File: src/rtl/arm_ctrl_pkg.sv
// arm_ctrl_pkg: shared encodings and decode helpers for the ID-stage control unit.
package arm_ctrl_pkg;
    localparam logic [1:0] MODE_DP  = 2'b00;
    localparam logic [1:0] MODE_MEM = 2'b01;
    localparam logic [1:0] MODE_BR  = 2'b10;
    localparam logic [1:0] MODE_CP  = 2'b11;
    localparam logic [3:0] OP_AND = 4'b0000, OP_EOR = 4'b0001, OP_SUB = 4'b0010, OP_ADD = 4'b0100;
    localparam logic [3:0] OP_ADC = 4'b0101, OP_SBC = 4'b0110, OP_TST = 4'b1000, OP_CMP = 4'b1010;
    localparam logic [3:0] OP_ORR = 4'b1100, OP_MOV = 4'b1101, OP_MVN = 4'b1111;
    localparam logic [3:0] ALU_MOV = 4'b0001, ALU_ADD = 4'b0010, ALU_ADC = 4'b0011, ALU_SUB = 4'b0100;
    localparam logic [3:0] ALU_SBC = 4'b0101, ALU_AND = 4'b0110, ALU_ORR = 4'b0111, ALU_EOR = 4'b1000;
    localparam logic [3:0] ALU_MVN = 4'b1001, MUL_ALU = 4'b1010;
    localparam logic [3:0] COND_EQ = 4'h0, COND_NE = 4'h1, COND_CS = 4'h2, COND_CC = 4'h3;
    localparam logic [3:0] COND_MI = 4'h4, COND_PL = 4'h5, COND_VS = 4'h6, COND_VC = 4'h7;
    localparam logic [3:0] COND_HI = 4'h8, COND_LS = 4'h9, COND_GE = 4'hA, COND_LT = 4'hB;
    localparam logic [3:0] COND_GT = 4'hC, COND_LE = 4'hD, COND_AL = 4'hE, COND_NV = 4'hF;
    localparam int N_BIT = 3, Z_BIT = 2, C_BIT = 1, V_BIT = 0;

    typedef enum logic {IDLE, MULTI} state_t;

    typedef struct packed {
        logic       valid;
        logic [3:0] cmd;
        logic       s;
        logic       b;
        logic       mem_w;
        logic       mem_r;
        logic       wb;
    } ctrl_t;

    // {wb_en, alu_cmd}; an all-zero result marks an undefined opcode (NOP)
    function automatic logic [4:0] dp_decode(input logic [3:0] op);
        case (op)
            OP_MOV:  return {1'b1, ALU_MOV};
            OP_MVN:  return {1'b1, ALU_MVN};
            OP_ADD:  return {1'b1, ALU_ADD};
            OP_ADC:  return {1'b1, ALU_ADC};
            OP_SUB:  return {1'b1, ALU_SUB};
            OP_SBC:  return {1'b1, ALU_SBC};
            OP_AND:  return {1'b1, ALU_AND};
            OP_ORR:  return {1'b1, ALU_ORR};
            OP_EOR:  return {1'b1, ALU_EOR};
            OP_CMP:  return {1'b0, ALU_SUB};
            OP_TST:  return {1'b0, ALU_AND};
            default: return 5'b0;
        endcase
    endfunction
endpackage

File: src/rtl/cond_check.sv
// cond_check: combinational ARM condition-field evaluation against NZCV.
module cond_check
    import arm_ctrl_pkg::*;
(
    input  logic [3:0] cond,
    input  logic [3:0] status,
    output logic       pass
);
    logic n, z, c, v;
    assign n = status[N_BIT];
    assign z = status[Z_BIT];
    assign c = status[C_BIT];
    assign v = status[V_BIT];
    always_comb begin
        pass = 1'b0;
        case (cond)
            COND_EQ: pass = z;
            COND_NE: pass = !z;
            COND_CS: pass = c;
            COND_CC: pass = !c;
            COND_MI: pass = n;
            COND_PL: pass = !n;
            COND_VS: pass = v;
            COND_VC: pass = !v;
            COND_HI: pass = c && !z;
            COND_LS: pass = !c || z;
            COND_GE: pass = n == v;
            COND_LT: pass = n != v;
            COND_GT: pass = !z && (n == v);
            COND_LE: pass = z || (n != v);
            COND_AL: pass = 1'b1;
            COND_NV: pass = 1'b0;
            default: pass = 1'b0;
        endcase
    end
endmodule

File: src/rtl/pipelined_control_unit.sv
// pipelined_control_unit: registered ID/EX control stage with stall, flush and multi-cycle MUL.
module pipelined_control_unit
    import arm_ctrl_pkg::*;
#(
    parameter int CMD_W      = 4,
    parameter int MUL_CYCLES = 3,
    parameter int ENABLE_MUL = 1,
    parameter int COND_EN    = 1
) (
    input  logic             clk,
    input  logic             rst,
    input  logic             in_valid,
    output logic             in_ready,
    input  logic [3:0]       cond,
    input  logic [1:0]       mode,
    input  logic [3:0]       opcode,
    input  logic             s_in,
    input  logic             mul_hint,
    input  logic [3:0]       status,
    input  logic             hazard,
    input  logic             flush,
    output logic             out_valid,
    output logic [CMD_W-1:0] exe_cmd,
    output logic             s_out,
    output logic             b,
    output logic             mem_w_en,
    output logic             mem_r_en,
    output logic             wb_en,
    output logic             busy
);
    state_t     state;
    logic [3:0] cnt;
    logic       s_lat, cond_pass, pass, is_mul, accept;
    logic [4:0] dp;
    ctrl_t      q, dec, mul_ctrl;

    cond_check u_cond (.cond(cond), .status(status), .pass(cond_pass));

    assign pass     = (COND_EN == 0) || cond_pass;
    assign in_ready = (state == IDLE) && !hazard && !flush;
    assign accept   = in_valid && in_ready;
    assign dp       = dp_decode(opcode);
    assign is_mul   = (ENABLE_MUL != 0) && (mode == MODE_DP) && mul_hint;
    assign mul_ctrl = '{valid: 1'b1, cmd: MUL_ALU, s: s_lat, b: 1'b0, mem_w: 1'b0, mem_r: 1'b0, wb: 1'b1};

    // A failed condition still occupies the slot but drives no side effects
    always_comb begin
        dec = '0;
        dec.valid = 1'b1;
        if (pass)
            case (mode)
                MODE_DP: begin
                    dec.cmd = is_mul ? MUL_ALU : dp[3:0];
                    dec.wb  = is_mul || dp[4];
                    dec.s   = s_in && (is_mul || dp[3:0] != 4'b0);
                end
                MODE_MEM: begin
                    dec.cmd   = ALU_ADD;
                    dec.mem_r = s_in;
                    dec.mem_w = !s_in;
                    dec.wb    = s_in;
                end
                MODE_BR: dec.b = 1'b1;
                MODE_CP: ;
            endcase
    end

    always_ff @(posedge clk or posedge rst) begin
        if (rst) begin
            state <= IDLE;
            cnt   <= 4'd0;
            busy  <= 1'b0;
            s_lat <= 1'b0;
            q     <= '0;
        end else if (flush) begin
            state <= IDLE;
            cnt   <= 4'd0;
            busy  <= 1'b0;
            q     <= '0;
        end else if (hazard) begin
            q <= '0;
        end else if (state == MULTI) begin
            q     <= (cnt == 4'd1) ? mul_ctrl : '0;
            state <= (cnt == 4'd1) ? IDLE : MULTI;
            busy  <= cnt != 4'd1;
            cnt   <= cnt - 4'd1;
        end else if (accept && is_mul && pass && MUL_CYCLES > 1) begin
            state <= MULTI;
            cnt   <= 4'(MUL_CYCLES - 1);
            busy  <= 1'b1;
            s_lat <= s_in;
            q     <= '0;
        end else begin
            q <= accept ? dec : '0;
        end
    end

    assign out_valid = q.valid;
    assign exe_cmd   = CMD_W'(q.cmd);
    assign s_out     = q.s;
    assign b         = q.b;
    assign mem_w_en  = q.mem_w;
    assign mem_r_en  = q.mem_r;
    assign wb_en     = q.wb;
endmodule

File: config.mk
export PLATFORM = sky130hd
export DESIGN_NAME = pipelined_control_unit
export DESIGN_NICKNAME = d
export VERILOG_FILES = /design/src/rtl/arm_ctrl_pkg.sv /design/src/rtl/cond_check.sv /design/src/rtl/pipelined_control_unit.sv
export SDC_FILE = /design/constraint.sdc
export NUM_CORES = 1
export LEC_CHECK = 0
export ABC_AREA = 1
export ABC_CLOCK_PERIOD_IN_PS = 1600
export BUFFER_PORTS_ARGS = -buffer_cell sky130_fd_sc_hd__buf_2
export CAP_MARGIN = 20
export CORE_ASPECT_RATIO = 0.7
export CORE_MARGIN = 4
export CORE_UTILIZATION = 52
export DETAILED_ROUTE_END_ITERATION = 8
export GPL_TIMING_DRIVEN = 0
export PLACE_DENSITY_LB_ADDON = 0.05
export SETUP_SLACK_MARGIN = 0.2
export SYNTH_ARGS = -nofsm -noshare
export SYNTH_HDL_FRONTEND = slang
export SYNTH_HIERARCHICAL = 1
export SYNTH_SLANG_ARGS = --single-unit
File: constraint.sdc
create_clock -name clk -period 1.6 [get_ports clk]
set_input_delay 0.16 -clock clk [delete_from_list [all_inputs] [get_ports clk]]
set_output_delay 0.16 -clock clk [all_outputs]
set_load 0.05 [all_outputs]
Yosys cells after proc, flatten, opt, wreduce, memory -nomap -nowiden --
Memories as Yosys holds them, arrays and structs flattened. Index checks and enable logic that the tools add are counted.
Cells by class: add/subtract/negate cells 1, eq/ne operators 22, muxes and demuxes 27, bitwise logic cells 3, reduce and logical (&&, ||, !) cells 26
Operator list (number):
- 10-bit two-way mux | 6
- 4-bit == test (second input constant) | 8
- 4-bit two-way mux | 5
- 4-bit by 3-bit == test with 1-bit output (second input constant) | 4
- 1-bit case mux with 16 select lines | 1
- 1-bit two-way mux | 11
- 1-bit logical AND | 9
- 9-bit two-way mux | 1
- 4-bit by 1-bit == test with 1-bit output (second input constant) | 2
- 4-bit by 2-bit == test with 1-bit output (second input constant) | 2
- 4-bit case mux with 2 select lines | 1
- 1-bit logical NOT | 7
- 4-bit logical NOT | 1
- 1-bit logical OR | 4
- 4-bit by 1-bit != test with 1-bit output (second input constant) | 1
- 4-bit AND reduction | 1
- 4-bit nonzero test | 1
- 4-bit by 1-bit subtractor with 4-bit output (second input constant) | 1
- 1-bit NOT | 3
- 3-bit nonzero test | 1
- 2-bit by 1-bit == test with 1-bit output (second input constant) | 1
- 2-bit == test (second input constant) | 1
- 2-bit logical NOT | 1
- 2-bit two-way mux | 1
- other kinds (5) | 5
Word-level totals: bits in registers 17, memory bits (read-only) 80, input bits 21, memories 1
Memory list:
- (name not given) | words 16, bits a word 5, read ports 1, clocked after Yosys merged registers in 0, wr ports 0, RTL line arm_ctrl_pkg.sv:33 | case (op)

Logic depth before layout (Yosys ltp) --
word-level depth 11, mapped depth 16

By module --
Netlist, hierarchy kept.
Modules (own cells, without submodules):
- pipelined_control_unit | instances 1, cells each 132, area each 1086.0 um2
- cond_check | instances 1, cells each 45, area each 205.2 um2

Worst setup path after synthesis --
Ideal clock, no wire load.
path type in2reg, start point input port cond[0], end point register busy, library setup time 66 ps, arrival time 1219 ps, required time 1534 ps, setup slack 315 ps, stages 11, cell sequence nand2_1 inv_1 o211ai_1 nand3_1 nor2_2 nand3_2 nand3_4 nand2_4 a21oi_1 nand2_1 nand2_1
Between the ends: longest elaborated chain between the ends 5, elaborated cells on any way between the ends 20, classes of those cells 15 x eq/ne; 1 x mux; 4 x reduce/logical
RTL lines:
- start: declaration | RTL line pipelined_control_unit.sv:14 | input logic [3:0] cond,
- 4-bit == test (tied with other cells) | RTL line cond_check.sv:16 | case (cond)
- 1-bit case mux with 16 select lines * | RTL line cond_check.sv:16
- named net cond_pass | RTL line pipelined_control_unit.sv:33 | logic s_lat, cond_pass, pass, is_mul, accept;
- 1-bit logical AND * | RTL line pipelined_control_unit.sv:87 | end else if (accept && is_mul && pass && MUL_CYCLES > 1) begin
- 3-bit nonzero test (no source line) *
- 2-bit AND reduction (no source line) *
- end signal: assignment | RTL line pipelined_control_unit.sv:78 | busy <= 1'b0;
- end signal: assignment | RTL line pipelined_control_unit.sv:85 | busy <= cnt != 4'd1;
- end signal: assignment | RTL line pipelined_control_unit.sv:90 | busy <= 1'b1;
- end: declaration | RTL line pipelined_control_unit.sv:29 | output logic busy
Mark *: on every way through the listed nets, which the timed path passes. The rest lies on a longest branch. A chain may end at the register's enable or synchronous reset.

Final worst setup path --
start point register state, end point output port in_ready
Between the ends: longest elaborated chain between the ends 3
RTL lines:
- start: declaration | RTL line pipelined_control_unit.sv:31 | state_t state;
- start signal: assignment | RTL line pipelined_control_unit.sv:84 | state <= (cnt == 4'd1) ? IDLE : MULTI;
- 1-bit NOT (no source line)
- 1-bit logical AND (2 in a row) | RTL line pipelined_control_unit.sv:40 | assign in_ready = (state == IDLE) && !hazard && !flush;
- end: declaration | RTL line pipelined_control_unit.sv:13 | output logic in_ready,
No other way between the ends.

==> impl_metrics.yaml <==
yosys:
  synth-seq-area-share_pct: 32.9
  synth_nets: 206
  synth_edf_count: 0
  synth_area_leaders: "dfrtp_1, nand2_1, ha_1, nand3_1, inv_1"
  postSynthAreaPerCell_um2: 7.30
  synth_commonest_cells: "nand2_1, inv_1, nand3_1"
  ys_seq_elements: 17
  syn_area_um2: 1290
  synth.largest_area_cell: "dfrtp_1"
  synthCells: 177
  ys_async_sr_fraction_pct: 100
  ys.flop_type: "dfrtp_1"
  ys_warn_count: 6
  ys_types: 26
  yosys.area.top_type_share_pct: 32.9
  yosysMostFrequentCell: "nand2_1"
floorplanning:
  die-area_um2: 3360
  die_w_um: 67.6
  start_util_pct: 57.1
  ios: 33
  die_h_um: 49.7
  coreArea_um2: 2260
  rows: 14
clocking:
  path_clk_slew_ps: 90
  htree_levels: 1
  cts_made_buffers: 3
  root_buffer: "clkbuf_4"
  cts_tree: "yes"
  post_cts_buffers: 0
  insertion_delay_ps: 290
  clockBufferDepth: 2
  cts_sinks: 17
final_layout:
  syn_to_final_growth_pct: 20.3
  fin_util_pct: 68.7
  fin_cells: 246
  diodes: 0
  final_area_um2: 1550
  drive_above_1_share_pct: 27.1
  fin_nets: 244
worst_hold_path:
  hp-class: "input pin to flip-flop"
place:
  gp_congestion: 0.878
  dpl_cell_area_um2: 1490
  portBuffers: 32
  dpl.hpwl_mm: 2.38
  dp.cells: 241
outcome:
  outcome: "finished, final reports clean"
setup_path:
  crit_path_top_delay_cell: "dfrtp_1"
  criticalPathCategory: "flip-flop to primary output"
  slowest_delay_ps: 420
  cp.buffers_inverters: 3
  start_kind: "flip-flop"
  crit_arrival_ps: 1170
  critical_path.top_delay_family: "flip-flops"
  path_max_fanout: 4
  worstPathRequired_ps: 1440
  crit_chain: "inv_1 > nand2_4 > inv_1 > buf_4"
  cp-end-kind: "primary output"
  cpMostUsedCell: "inv_1"
global_routing:
  antenna_found_initial: 0
  grt_pass1_wl_mm: 4.61
  grt_overflow: 0
  grt_max_degree: 18
  grt_use_total_pct: 18.6
  first_global_vias: 1050
drt:
  wl_per_cell_um: 11.6
  routed_wl_mm: 2.85
  viasPerCell: 4.93
  drt_pre_antenna_iters: 4
  vias: 1213
  drc: 0
  drt_iter0_drc: 60
  ant_nets: 0
pwr:
  p_switching_mw: 0.272
  peakVddDrop_uv: 473
  p_clk_share_pct: 24.8
  seqPwrFrac_pct: 50.2
  p_per_area_nw_per_um2: 562
  power_mw: 0.873
  p_int_mw: 0.601
  swShare_pct: 31.2
  comb_power_share_pct: 24.9
  power_leakage_nw: 0.879
timing:
  min_period_over_period_pct: 83.4
  clock-skew-final_ps: 1.49
  finalHoldViolCount: 0
  min_period_ps: 1330
  max_freq_ghz: 0.750
  rsz0062_at_grt: "false"
  slew_viol_final: 0
  setup_tns_ps: 0
  finalSetupViolations: 0
  max_slew_margin_pct: 59.0
  tightest_slew_ps: 615
flow_run:
  drv_cap: 0
-- timing repair --
item | 4_1_cts | 5_1_grt
endpoints found under the hold margin | 17 | 0
pin swaps | 0 | 0
gates resized for setup | 2 | 4
setup endpoints to repair | 3 | 8
hold buffers | 1 | 0
-- stage by stage --
step           hold slack [ps]  setup WS, ps
2_1_floorplan             86.1           315
3_3_place_gp               250         -31.5
3_5_place_dp               263          -123
4_1_cts                   69.5           256
5_1_grt                   70.9           188
6_report                  82.3           266
-- power by group through the flow --
stage	clock [mW]	sequential [mW]	combinational (mW)
after floorplan	0	0.452	0.128
after global placement	0	0.446	0.200
after detailed placement	0	0.447	0.207
after CTS	0.228	0.438	0.211
after global routing	0.247	0.439	0.246
final	0.217	0.438	0.218
-- layout by cell type, fill, tap and decap left out --
cell / instances
nand2_4: 5
nor2_2: 3
buf_2: 32
dfrtp_1: 17
nor3_1: 4
a21oi_1: 7
ha_1: 8
inv_2: 3
nand4_2: 1
o21ai_0: 4
clkinv_2: 1
nand4_1: 2
nor2_1: 12
xnor2_1: 1
dlygate4sd3_1: 1
o21ai_1: 4
nand3b_1: 1
nand3_1: 18
buf_4: 1
a21oi_4: 1
nand3_4: 2
o31ai_1: 1
nor4_1: 2
nor2_8: 1
a21oi_2: 1
nor2_4: 2
nand2_2: 1
o211ai_1: 2
nand3_2: 1
inv_1: 24
clkbuf_4: 3
nand2_1: 48
-- layout make-up --
type	count	area, um2
Inverter	27	101
Timing Repair Buffer	33	173
Tap cell	32	40.0
Sequential cell	17	425
Clock buffer	3	22.5
Clock inverter	1	5.00
Buffer	1	5.00
Fill cell	194	707
Multi-Input combinational cell	132	781
-- logic make-up (layout without fill, tap and decap cells) --
| group | after synthesis | count (layout) | synth area share (%) |
|---|---|---|---|
| simple gates | 103 | 103 | 41.8 |
| fa+ha+maj | 8 | 8 | 7.75 |
| flops | 17 | 17 | 32.9 |
| buf+inv | 28 | 65 | 8.24 |
| compound gates | 20 | 20 | 8.62 |
| xor+xnor | 1 | 1 | 0.678 |
-- per-layer routing --
layer	global-route usage, %	routed length [um]
met4	6.06	16
met3	5.45	209
met5	0	0
met2	25.0	1150
met1	27.8	1480
-- state kept, by name, indices dropped and copies added, names as in the netlist --
signal / count
s_out: 1
b: 1
mem_w_en: 1
out_valid: 1
s_lat: 1
busy: 1
exe_cmd: 4
wb_en: 1
cnt: 4
state: 1
mem_r_en: 1
-- final timing paths --
kind	startpoint	to	slack (ps)	cells past startpoint
min	s_in	mem_w_en$_DFF_PP0_	80	2
max reg2reg	state$_DFFE_PP0P_	state$_DFFE_PP0P_	300	7
min reg2reg	busy$_DFFE_PP0P_	busy$_DFFE_PP0P_	500	2
max in group asynchronous	rst	cnt[2]$_DFFE_PP0P_	730	3
min in group asynchronous	rst	cnt[0]$_DFFE_PP0P_	480	3
max	state$_DFFE_PP0P_	in_ready	270	4
No activity file was read; power rests on OpenSTA's default activity.
